===== config.mk =====
export PLATFORM = sky130hd
export DESIGN_NAME = double_sqrt_drain
export DESIGN_NICKNAME = d
export VERILOG_FILES = /design/src/rtl/double_sqrt_drain_pkg.sv /design/src/rtl/double_sqrt_drain_fifo.sv /design/src/rtl/double_sqrt_drain.sv
export SDC_FILE = /design/constraint.sdc
export NUM_CORES = 1
export LEC_CHECK = 0
export BUFFER_PORTS_ARGS = -buffer_cell sky130_fd_sc_hd__buf_2
export CORE_ASPECT_RATIO = 1.1
export CORE_UTILIZATION = 35
export DETAILED_ROUTE_END_ITERATION = 7
export PLACE_DENSITY = 0.57
export RECOVER_POWER = 50
export SYNTH_ARGS = -nofsm -noshare
export SYNTH_HDL_FRONTEND = slang
export SYNTH_HIERARCHICAL = 1
export SYNTH_SLANG_ARGS = --single-unit

===== constraint.sdc =====
create_clock -name clk -period 8.19 [get_ports clk]
set_input_delay 1.2285 -clock clk [delete_from_list [all_inputs] [get_ports clk]]
set_output_delay 1.2285 -clock clk [all_outputs]
set_load 0.03 [all_outputs]

===== src/rtl/double_sqrt_drain_pkg.sv =====
// double_sqrt_drain_pkg
// Shared constants for the double_sqrt result drain: the IEEE-754 double
// layout, the result flag indices and a small classifier used to tag each
// result as it enters the drain FIFO.
package double_sqrt_drain_pkg;

  localparam int DOUBLE_W = 64;
  localparam int EXP_W    = 11;
  localparam int MANT_W   = 52;
  localparam int EXP_LSB  = MANT_W;

  localparam logic [EXP_W-1:0] EXP_ALL_ONES = '1;

  // Flag vector layout: {nan, inf, zero}
  localparam int FLAG_W    = 3;
  localparam int FLAG_NAN  = 2;
  localparam int FLAG_INF  = 1;
  localparam int FLAG_ZERO = 0;

  // Sign is ignored: -0 counts as zero, -inf as inf.
  function automatic logic [FLAG_W-1:0] classify(input logic [DOUBLE_W-1:0] d);
    logic [EXP_W-1:0]  e;
    logic [MANT_W-1:0] m;
    logic [FLAG_W-1:0] f;
    e = d[EXP_LSB +: EXP_W];
    m = d[MANT_W-1:0];
    f = '0;
    f[FLAG_NAN]  = (e == EXP_ALL_ONES) && (m != '0);
    f[FLAG_INF]  = (e == EXP_ALL_ONES) && (m == '0);
    f[FLAG_ZERO] = (e == '0) && (m == '0);
    return f;
  endfunction

endpackage


===== src/rtl/double_sqrt_drain_fifo.sv =====
// drain_fifo
// Result buffer for double_sqrt_drain. A push into a full FIFO without a
// simultaneous pop overwrites the oldest entry (the read pointer advances
// with the write pointer), so the newest DEPTH results are always kept.
// Ports:
//   clk, rst          clock, synchronous active-high reset
//   push, push_data   write an entry this cycle
//   pop               take the head entry (ignored when empty)
//   head              head entry, zero when empty
//   count             number of stored entries (0..DEPTH)
module drain_fifo #(
  parameter int WIDTH = 64,
  parameter int DEPTH = 8
) (
  input  logic                     clk,
  input  logic                     rst,
  input  logic                     push,
  input  logic [WIDTH-1:0]         push_data,
  input  logic                     pop,
  output logic [WIDTH-1:0]         head,
  output logic [$clog2(DEPTH):0]   count
);

  localparam int AW = $clog2(DEPTH);
  localparam logic [AW:0] FULL_CNT = DEPTH[AW:0];

  logic [WIDTH-1:0] mem [DEPTH];
  logic [AW-1:0]    wr_ptr;
  logic [AW-1:0]    rd_ptr;
  logic             do_pop;
  logic             full;
  logic             drop_oldest;

  assign do_pop      = pop && (count != '0);
  assign full        = (count == FULL_CNT);
  assign drop_oldest = push && full && !do_pop;

  // Pointers wrap modulo DEPTH through natural overflow (DEPTH is 2^AW).
  always_ff @(posedge clk) begin
    // NOTE: sequential state uses non-blocking assignments so every register
    // samples pre-edge values regardless of statement order.
    if (rst) begin
      wr_ptr <= '0;
      rd_ptr <= '0;
      count  <= '0;
    end else begin
      if (push)
        wr_ptr <= AW'(wr_ptr + 1'b1);
      if (do_pop || drop_oldest)
        rd_ptr <= AW'(rd_ptr + 1'b1);
      if (push && !do_pop && !full)
        count <= (AW+1)'(count + 1'b1);
      else if (do_pop && !push)
        count <= (AW+1)'(count - 1'b1);
    end
  end

  // NOTE: the storage array has no reset; validity comes from count, and
  // head is forced to zero while empty so nothing stale is ever presented.
  always_ff @(posedge clk) begin
    if (push)
      mem[wr_ptr] <= push_data;
  end

  assign head = (count != '0) ? mem[rd_ptr] : '0;

endmodule


===== src/rtl/double_sqrt_drain.sv =====
// double_sqrt_drain
// Collects results from a fixed-latency double_sqrt pipeline into a small
// FIFO. A LATENCY-bit valid shift register mirrors the pipeline so pipe_z is
// captured exactly when an issued operand's result appears. issue_ok limits
// issues so that buffered plus in-flight results never exceed DEPTH; issuing
// anyway sets the sticky overflow flag and the oldest buffered result is lost.
// Optional feature macro: DOUBLE_SQRT_DRAIN_FLAGS_EN adds z_flags
// {nan, inf, zero}, classified at push time and stored with each entry.
// Ports:
//   clk, rst      clock, synchronous active-high reset
//   issue_stb     an operand entered double_sqrt this cycle
//   issue_ok      upstream may issue this cycle
//   pipe_z        double_sqrt result bus
//   z, z_stb      FIFO head result and its valid
//   z_ack         consumer takes z when z_stb is high
//   overflow      sticky: an issue was made while issue_ok was low
//   z_flags       (flags build only) classification of z
module double_sqrt_drain
  import double_sqrt_drain_pkg::*;
#(
  parameter int LATENCY = 24,
  parameter int DEPTH   = 8
) (
  input  logic                clk,
  input  logic                rst,
  input  logic                issue_stb,
  output logic                issue_ok,
  input  logic [DOUBLE_W-1:0] pipe_z,
  output logic [DOUBLE_W-1:0] z,
  output logic                z_stb,
  input  logic                z_ack,
  output logic                overflow
`ifdef DOUBLE_SQRT_DRAIN_FLAGS_EN
  ,
  output logic [FLAG_W-1:0]   z_flags
`endif
);

  localparam int CW = $clog2(DEPTH) + 1;
  localparam int IW = $clog2(LATENCY + 1);
`ifdef DOUBLE_SQRT_DRAIN_FLAGS_EN
  localparam int EW = DOUBLE_W + FLAG_W;
`else
  localparam int EW = DOUBLE_W;
`endif

  logic [LATENCY-1:0] vld;
  logic               tail;
  logic [IW-1:0]      inflight;
  logic [CW-1:0]      fifo_count;
  logic [EW-1:0]      push_data;
  logic [EW-1:0]      head;

  assign tail = vld[LATENCY-1];

  always_ff @(posedge clk) begin
    if (rst) begin
      vld      <= '0;
      inflight <= '0;
      overflow <= 1'b0;
    end else begin
      vld <= (vld << 1) | LATENCY'(issue_stb);
      // An issue and a retirement in the same cycle cancel out.
      case ({issue_stb, tail})
        2'b10:   inflight <= IW'(inflight + 1'b1);
        2'b01:   inflight <= IW'(inflight - 1'b1);
        default: inflight <= inflight;
      endcase
      if (issue_stb && !issue_ok)
        overflow <= 1'b1;
    end
  end

  // Reserving room for every in-flight result guarantees a push never
  // meets a full FIFO unless upstream ignored issue_ok.
  assign issue_ok = (int'(fifo_count) + int'(inflight)) < DEPTH;

`ifdef DOUBLE_SQRT_DRAIN_FLAGS_EN
  assign push_data = {classify(pipe_z), pipe_z};
  assign z         = head[DOUBLE_W-1:0];
  assign z_flags   = head[DOUBLE_W +: FLAG_W];
`else
  assign push_data = pipe_z;
  assign z         = head;
`endif

  drain_fifo #(
    .WIDTH (EW),
    .DEPTH (DEPTH)
  ) u_fifo (
    .clk       (clk),
    .rst       (rst),
    .push      (tail),
    .push_data (push_data),
    .pop       (z_ack),
    .head      (head),
    .count     (fifo_count)
  );

  assign z_stb = (fifo_count != '0);

endmodule


==> flow_summary_export.csv, run 1 <==
group,metric,value,unit
pwr,vdd_drop_max,0.202,mV
sta,setup_viol,0,
die,rows,94,
global_route,first_global_vias,10700,
clock_tree,cts_tree,"yes",
cells_and_area,final_cell_mix,"512 x edfxtp_1, 128 x mux4_2, 86 x nor2_1, 84 x clkbuf_1",
critical_path,crit_required,6960,ps
critical_path,arrival,3490,ps
placed_design,gp_congestion,0.704,
sta,clock_skew,25.5,ps
pwr,p_leak,7.62,nW
routing,num_vias,9882,
logic_synthesis,yosysTopAreaCell,"edfxtp_1",
routing,dr.pass1.iters,4,
clock_tree,cts.repair.resized,0,
routing,routed_wl,44.9,mm
die,io_pins,135,
cells_and_area,area_delta_synth_final,15.7,%
die,start_util,35.4,%
pwr,power.internal,5.30,mW
placed_design,dp_cells,1864,
critical_path,end_kind,"output port",
logic_synthesis,syn_inst,995,
critical_path,crit_fanout,92,
global_route,overflow,0,
logic_synthesis,synth_area,21200,um2
clock_tree,cts_buffers,56,
routing,first_iter_violations,558,
clock_tree,cts-root-buf,"clkbuf_16",
die,die_y,260,um
clock_tree,cts_setup_buffers,0,
pwr,switchingPower,2.46,mW
routing,ant_nets,0,
job,maxCapViolCount,2,
logic_synthesis,synthTopCellsByArea,"edfxtp_1 73%, mux4_2 14%, dfxtp_1 4.1%, mux2i_1 3.3%, nor2_1 1.6%",
clock_tree,clockBufferDepth,3,
clock_tree,holdBufCountCts,0,
cells_and_area,drive_gt1_share,25.6,%
critical_path,start_kind,"flip-flop",
sta,max-slew-margin-rel,-39.5,%
logic_synthesis,ys_ff_latch,555,
sta,tightest_slew,2090,ps
sta,fin_crit,4720,ps
sta,finalCritPeriodShare,57.6,%
die,die_area,61400,um2
sta,tns,0,ps
clock_tree,ctsHtreeMaxLevel,2,
sta,max_freq,0.212,GHz
logic_synthesis,ys_types,40,
sta,finalMaxSlewViolations,65,
logic_synthesis,synth_largest_type_area_fraction,72.7,%
die,fp.dieW,236,um
pwr,p_sw_share,31.7,%
logic_synthesis,synth_area_per_cell,21.3,um2
pwr,pwr-share-comb,26.3,%
clock_tree,clkTransAtPathRegs,60,ps
pwr,p_clk_share,32.2,%
global_route,grt_max_degree,93,
status,violations,"max-capacitance violations, max-slew violations",
cells_and_area,final_cells,1970,
pwr,seqPwrFrac,41.4,%
die,core_area,59700,um2
routing,drc,0,
cells_and_area,fill_cells,5374,
hold_path,hp-class,"flip-flop to flip-flop",
clock_tree,clock_sinks,555,
sta,rsz0062_at_grt,"false",
routing,wl_per_cell,22.8,um
global_route,antenna_found_initial,5,
placed_design,numPortBuffers,134,
logic_synthesis,synth_warnings,6,
global_route,grt_pass1_wl,67.4,mm
routing,vias_per_cell,5.02,
placed_design,dp_hpwl,23.5,mm
cells_and_area,layout_commonest_cell,"edfxtp_1",
pwr,p_per_area,317,nW/um2
logic_synthesis,syn_nets,1076,
status,status,"finished with violations",
critical_path,rrSetupSlack,4460,ps
clock_tree,clock_latency,620,ps
cells_and_area,nets,1235,
global_route,track_usage,14.8,%
sta,hold_viol,0,
logic_synthesis,ys_seq_area_share,76.8,%
critical_path,critical_path_class,"flip-flop to output port",
-- kinds of logic (layout without fill, tap and decap cells) --
family	after synthesis	count (layout)	synth area share, %
xor gates and xnor gates	6	6	0.248
DFF	555	555	76.8
other	0	1	0
muxes	200	200	17.1
adders and majority gates	13	13	0.840
AOI/OAI and AO/OA	16	16	0.509
buffers and inverters	53	259	1.15
and+or+nand+nor	152	152	3.45
-- metrics by stage --
stage                     instance area (um2)  setup slack (ps)  hold slack, ps  power [mW]  utilization, %
final                                   24500              3470             429        7.76            40.9
after global routing                    24500              3120             447        8.10            40.9
after CTS                               24600              3310             427        7.90            41.1
after detailed placement                22800              4000             427        5.38            38.1
after global placement                  22800              3950             420        5.37            38.1
after floorplan                         21200              2420             414        4.76               -
-- metal layers --
layer	share of wire [%]	vias to the layer above	GRT usage, %	wire length (um)
met5	0.12	-	0	53
met4	1.9	8	4.24	844
met3	4.5	65	3.27	2020
met2	50	180	25.1	22400
met1	43	5264	19.1	19500
li1	-	4365	-	-
-- synth_stat cells --
master / number
edfxtp_1: 512
mux4_2: 128
nor2_1: 91
mux2i_1: 69
dfxtp_1: 43
nor2b_1: 26
clkbuf_1: 16
buf_1: 14
buf_2: 11
ha_1: 11
buf_4: 8
nand2b_1: 8
nand2_1: 7
a21oi_1: 6
xor2_1: 5
inv_1: 4
nor3_1: 3
nor4_1: 3
a21oi_2: 2
fa_1: 2
mux2_1: 2
nor3b_1: 2
nor4b_1: 2
o21ai_0: 2
or3_1: 2
or4_4: 2
a21o_1: 1
a31o_2: 1
and3b_1: 1
mux2_2: 1
nand3_1: 1
nand4_1: 1
nor4bb_1: 1
o211ai_1: 1
o21a_1: 1
o21ai_2: 1
o21ba_1: 1
or4_1: 1
or4b_2: 1
xnor2_1: 1
-- power by group through the flow --
stage,clock network [mW],logic (mW),registers (mW)
3_3_place_gp,0,2.09,3.28
2_1_floorplan,0,1.57,3.19
4_1_cts,2.57,2.11,3.22
6_report,2.50,2.04,3.21
5_1_grt,2.67,2.21,3.23
3_5_place_dp,0,2.10,3.28
-- critical path, cell delays in order (launching register included) --
cell and delay, ps:
dfxtp_4 860, buf_12 680, mux4_2 580, mux2i_1 400
nor2_1 100, buf_2 200
-- path summary, 6_finish.rpt --
| kind | start | to | cells past startpoint |
|---|---|---|---|
| max | flip-flop | z[63] | 5 |
| min | vld[8] | vld[9] | 1 |
| max reg2reg | vld[23] | u_fifo/mem[4][51] | 3 |
| min reg2reg | vld[8] | vld[9] | 1 |
-- final cells by class --
type	count	area [um2]	area share, %
clock buffer	74	1470	6.00
timing repair buffer	150	718	2.94
multi-input combinational	387	4720	19.3
clock inverter	31	328	1.34
tap	768	961	3.93
antenna	1	2.50	0.0102
inverter	4	15.0	0.0614
sequential	555	16200	66.4
-- sequential cells by signal, indices dropped and copies added, names as in the netlist, named ones only --
name	cells
u_fifo/count	4
vld	24
inflight	5
u_fifo/wr_ptr	3
u_fifo/mem	512
overflow	1
u_fifo/rd_ptr	3
(Power assumes the default switching activity.)
==> run 2, diff against run 1 <==
- clock period: 8.19 -> 4.35 ns (I/O delays scaled with it)
==> flow_summary_export.csv, run 2 (synthesis results as in run 1) <==
group,metric,value,unit
status,status,"finished with violations",
status,violations,"max-capacitance violations, max-slew violations",
routing,wl_per_cell,22.0,um
hold_path,timing.hold.worst.start,"issue_stb",
cells_and_area,layout_commonest_cell,"edfxtp_1",
critical_path,max_stage_delay,850,ps
sta,fin_crit,3520,ps
cells_and_area,area_delta_synth_final,16.9,%
global_route,track_usage,14.4,%
sta,hold_viol,0,
cells_and_area,final_cells,1980,
die,die_area,61400,um2
routing,vias_per_cell,4.97,
die,start_util,35.4,%
die,rows,94,
clock_tree,clockBufferDepth,3,
global_route,antenna_found_initial,8,
critical_path,crit_required,3700,ps
routing,drc,0,
die,core_area,59700,um2
global_route,gr-usage-met1,18.6,%
cells_and_area,nets,1248,
critical_path,crit_family,"flip-flops",
placed_design,dp_hpwl,23.8,mm
routing,dr.pass1.iters,5,
die,die_y,260,um
cells_and_area,drive_gt1_share,26.2,%
routing,routed_wl,43.6,mm
sta,hold_ws,344,ps
sta,max-slew-margin-rel,-44.4,%
sta,setup_viol,0,
cells_and_area,final_cell_mix,"512 x edfxtp_1, 128 x mux4_2, 86 x nor2_1, 86 x clkbuf_1, 69 x mux2i_1",
hold_path,hp-class,"input pin to flip-flop",
sta,rsz0062_at_grt,"false",
routing,num_vias,9833,
die,fp.dieW,236,um
cells_and_area,final_area,24700,um2
critical_path,critical_path_class,"flip-flop to output port",
sta,finalMaxSlewViolations,53,
cells_and_area,regMostFlops,"u_fifo/mem",
job,maxCapViolCount,1,
clock_tree,holdBufCountCts,0,
clock_tree,clock_latency,610,ps
critical_path,end_kind,"output port",
cells_and_area,reg.largest.list,"u_fifo/mem (512), vld (24), inflight (5)",
clock_tree,cts_tree,"yes",
global_route,busiest_layer,"met2",
sta,tightest_slew,2170,ps
placed_design,numPortBuffers,134,
global_route,first_global_vias,10500,
placed_design,gp_congestion,0.697,
clock_tree,cts-root-buf,"clkbuf_16",
critical_path,crit_slowest_cell,"dfxtp_4",
cells_and_area,largest_reg_flops,512,
global_route,use_met3,3.64,%
critical_path,crit_buf_inv,2,
global_route,overflow,0,
routing,ant_nets,0,
die,io_pins,135,
clock_tree,clkTransAtPathRegs,60,ps
clock_tree,cts_buffers,56,
sta,max_freq,0.284,GHz
routing,first_iter_violations,633,
global_route,grt_pass1_wl,65.9,mm
global_route,met2_usage,24.1,%
sta,tns,0,ps
placed_design,dp_cells,1877,
sta,finalCritPeriodShare,80.8,%
cells_and_area,fill_cells,5272,
critical_path,crit_fanout,34,
critical_path,path_cells,"buf_12, mux4_2, mux2i_1, nor2_1, buf_2",
clock_tree,clock_sinks,555,
critical_path,arrival,2860,ps
global_route,grt_max_degree,66,
clock_tree,cts_setup_buffers,0,
pwr,p_per_area,597,nW/um2
critical_path,r2r_start,"vld[23]",
placed_design,placed_area,23000,um2
clock_tree,cts.repair.resized,0,
pwr,p_leak,7.72,nW
pwr,vdd_drop_max,0.597,mV
sta,clock_skew,19.8,ps
clock_tree,ctsHtreeMaxLevel,2,
critical_path,start_kind,"flip-flop",
==> run 2: cell count changes in the layout (fill, tap and decap cells not counted), moves of 2 or more <==
cell,before,now
clkinv_4,0,2
buf_4,14,16
clkinv_1,10,7
buf_12,1,12
clkinv_2,10,5
clkbuf_16,56,58
clkbuf_1,84,86
==> run 2: cell type report <==
class	instances	area [um2]	area share [%]
clock inverter	23	282	1.14
antenna	2	5.00	0.0202
sequential	555	16200	65.7
inverter	4	15.0	0.0607
timing repair buffer	163	952	3.85
multi-input combinational	387	4730	19.1
tap	768	961	3.89
clock buffer	78	1540	6.21
==> run 2: layer usage <==
layer | vias up | part of all wire (%)
met5 | - | 0.19
met1 | 5208 | 44
li1 | 4387 | -
met3 | 67 | 4.9
met2 | 157 | 49
met4 | 14 | 1.8
==> run 2: per-stage QoR <==
step,util (%),power [mW],worst slack [ps]
2_1_floorplan,-,8.97,313
4_1_cts,41.6,15.0,761
3_3_place_gp,38.5,10.2,1400
5_1_grt,41.4,15.4,629
3_5_place_dp,38.5,10.2,1410
6_report,41.4,14.8,835
==> run 2: path summary, 6_finish.rpt <==
| path | cells after the start | slack [ps] | to |
|---|---|---|---|
| worst max-delay path | 5 | 830 | z[24] |
| worst min-delay path | 3 | 340 | vld[0] |
| worst max register to register | 3 | 1340 | u_fifo/mem[3][47] |
| worst min register to register | 1 | 430 | vld[11] |
==> run 2: power breakdown <==
part / internal [mW] / leakage (nW) / switching, mW / total (mW)
Clock: 2.81 / 0.880 / 1.94 / 4.76
Combinational: 1.51 / 1.89 / 2.44 / 3.95
Sequential: 5.86 / 4.95 / 0.193 / 6.05
Total: 10.2 / 7.72 / 4.57 / 14.8
==> run 2: worst min-delay path, stage by stage <==
cell    delay (ps)
buf_2           70
inv_1           60
nor2_1         110
==> run 3, diff against run 2 <==
- PLACE_DENSITY: 0.57 -> 0.59
- clock period: 4.35 -> 3.1 ns (I/O delays scaled with it)
==> flow_summary_export.csv, run 3 (synthesis results as in run 1) <==
group,metric,value,unit
status,status,"finished with violations",
status,violations,"max-capacitance violations, max-slew violations",
sta,tightest_slew,2150,ps
cells_and_area,fill_cells,5300,
critical_path,crit_fanout,24,
cells_and_area,largest_reg_flops,512,
clock_tree,clockBufferDepth,3,
critical_path,crit_buf_inv,2,
global_route,first_global_vias,10400,
clock_tree,cts.repair.resized,0,
pwr,pwr-share-comb,27.4,%
critical_path,crit_family,"buffers and inverters",
placed_design,numPortBuffers,134,
job,maxCapViolCount,1,
clock_tree,cts_tree,"yes",
cells_and_area,area_delta_synth_final,16.9,%
cells_and_area,layout_commonest_cell,"edfxtp_1",
die,rows,94,
pwr,vdd_drop_max,0.613,mV
routing,drc,0,
sta,hold_viol,0,
critical_path,arrival,2430,ps
placed_design,dp_hpwl,23.2,mm
pwr,p_clk_share,32.1,%
clock_tree,cts_buffers,56,
pwr,power.internal,14.1,mW
clock_tree,cts_setup_buffers,0,
critical_path,critical_path_class,"flip-flop to output port",
die,io_pins,135,
clock_tree,ctsHtreeMaxLevel,2,
routing,vias_per_cell,5.01,
sta,clock_skew,20.5,ps
routing,wl_per_cell,21.7,um
global_route,grt_max_degree,66,
routing,num_vias,9898,
cells_and_area,nets,1246,
sta,max-slew-margin-rel,-43.4,%
global_route,overflow,0,
critical_path,crit_required,2630,ps
critical_path,max_stage_delay,570,ps
die,fp.dieW,236,um
clock_tree,clock_sinks,555,
sta,max_freq,0.346,GHz
clock_tree,clock_latency,610,ps
die,start_util,35.4,%
critical_path,crit_slowest_cell,"dfxtp_4",
clock_tree,holdBufCountCts,0,
routing,first_iter_violations,479,
placed_design,gp_congestion,0.707,
pwr,switchingPower,6.54,mW
hold_path,hp-class,"input pin to flip-flop",
sta,finalMaxSlewViolations,53,
clock_tree,clkTransAtPathRegs,60,ps
global_route,track_usage,14.2,%
pwr,seqPwrFrac,40.5,%
clock_tree,cts-root-buf,"clkbuf_16",
critical_path,path_cells,"buf_4, mux4_2, mux2i_1, nor2_1, buf_2",
pwr,power,20.6,mW
sta,finalCritPeriodShare,93.4,%
global_route,antenna_found_initial,6,
sta,setup_viol,0,
cells_and_area,regMostFlops,"u_fifo/mem",
cells_and_area,reg.largest.list,"u_fifo/mem (512), vld (24), inflight (5)",
routing,ant_nets,0,
global_route,grt_pass1_wl,65.0,mm
sta,rsz0062_at_grt,"false",
critical_path,start_kind,"flip-flop",
critical_path,end_kind,"output port",
routing,dr.pass1.iters,6,
pwr,p_per_area,833,nW/um2
pwr,p_sw_share,31.7,%
critical_path,rrSetupSlack,460,ps
cells_and_area,utilization,41.4,%
cells_and_area,final_cell_mix,"512 x edfxtp_1, 128 x mux4_2, 87 x nor2_1, 72 x clkbuf_1, 69 x mux2i_1",
cells_and_area,register_area,16200,um2
die,die_area,61400,um2
pwr,p_leak,7.71,nW
die,core_area,59700,um2
die,die_y,260,um
cells_and_area,multi_input_area,4730,um2
cells_and_area,drive_gt1_share,27.0,%
sta,fin_crit,2890,ps
routing,routed_wl,42.9,mm
cells_and_area,antennaDiodeCount,0,
==> run 3: area by class of cell <==
cell class	count	share of cell area, %
clock buffers	61	5.74
flip-flops and latches	555	65.7
multi-input cells	387	19.1
clock inverters	41	1.56
repair buffers	161	3.89
well taps	768	3.89
inverters	4	0.0607
==> run 3: final timing paths <==
kind,start,to,cells after the start
max,flip-flop,z[61],5
min,issue_stb,vld[0],3
max reg2reg,vld[23],u_fifo/mem[7][12],4
min reg2reg,vld[8],vld[9],1
==> run 3: through the flow <==
stage	hold slack [ps]	area, um2	TNS [ps]	std cells	setup slack [ps]
3_5_place_dp	423	23000	0	1875	746
3_3_place_gp	418	23000	0	1875	757
6_report	141	24700	0	1977	206
4_1_cts	74.6	24800	0	1977	103
2_1_floorplan	414	21200	-449250	995	-937
5_1_grt	142	24700	0	1977	30.0
==> run 3: worst min-delay path: stages <==
cell and delay [ps]:
buf_2 70, inv_1 50, nor2_1 100
==> run 3: per-layer routing <==
layer / wire, um / share of wire [%] / track usage, % / vias up
li1: - / - / - / 4377
met1: 18600 / 43 / 18.5 / 5290
met2: 21200 / 49 / 23.7 / 157
met3: 2180 / 5.1 / 3.38 / 62
met4: 795 / 1.9 / 3.70 / 12
met5: 78 / 0.18 / 0 / -
==> run 3: power by group through the flow <==
stage                     Sequential [mW]  Clock (mW)  Combinational (mW)
final                                8.34        6.61                5.65
after global routing                 8.35        7.07                6.11
after CTS                            8.34        6.79                5.82
after detailed placement             8.50           0                5.81
after global placement               8.50           0                5.78
after floorplan                      8.44           0                4.14
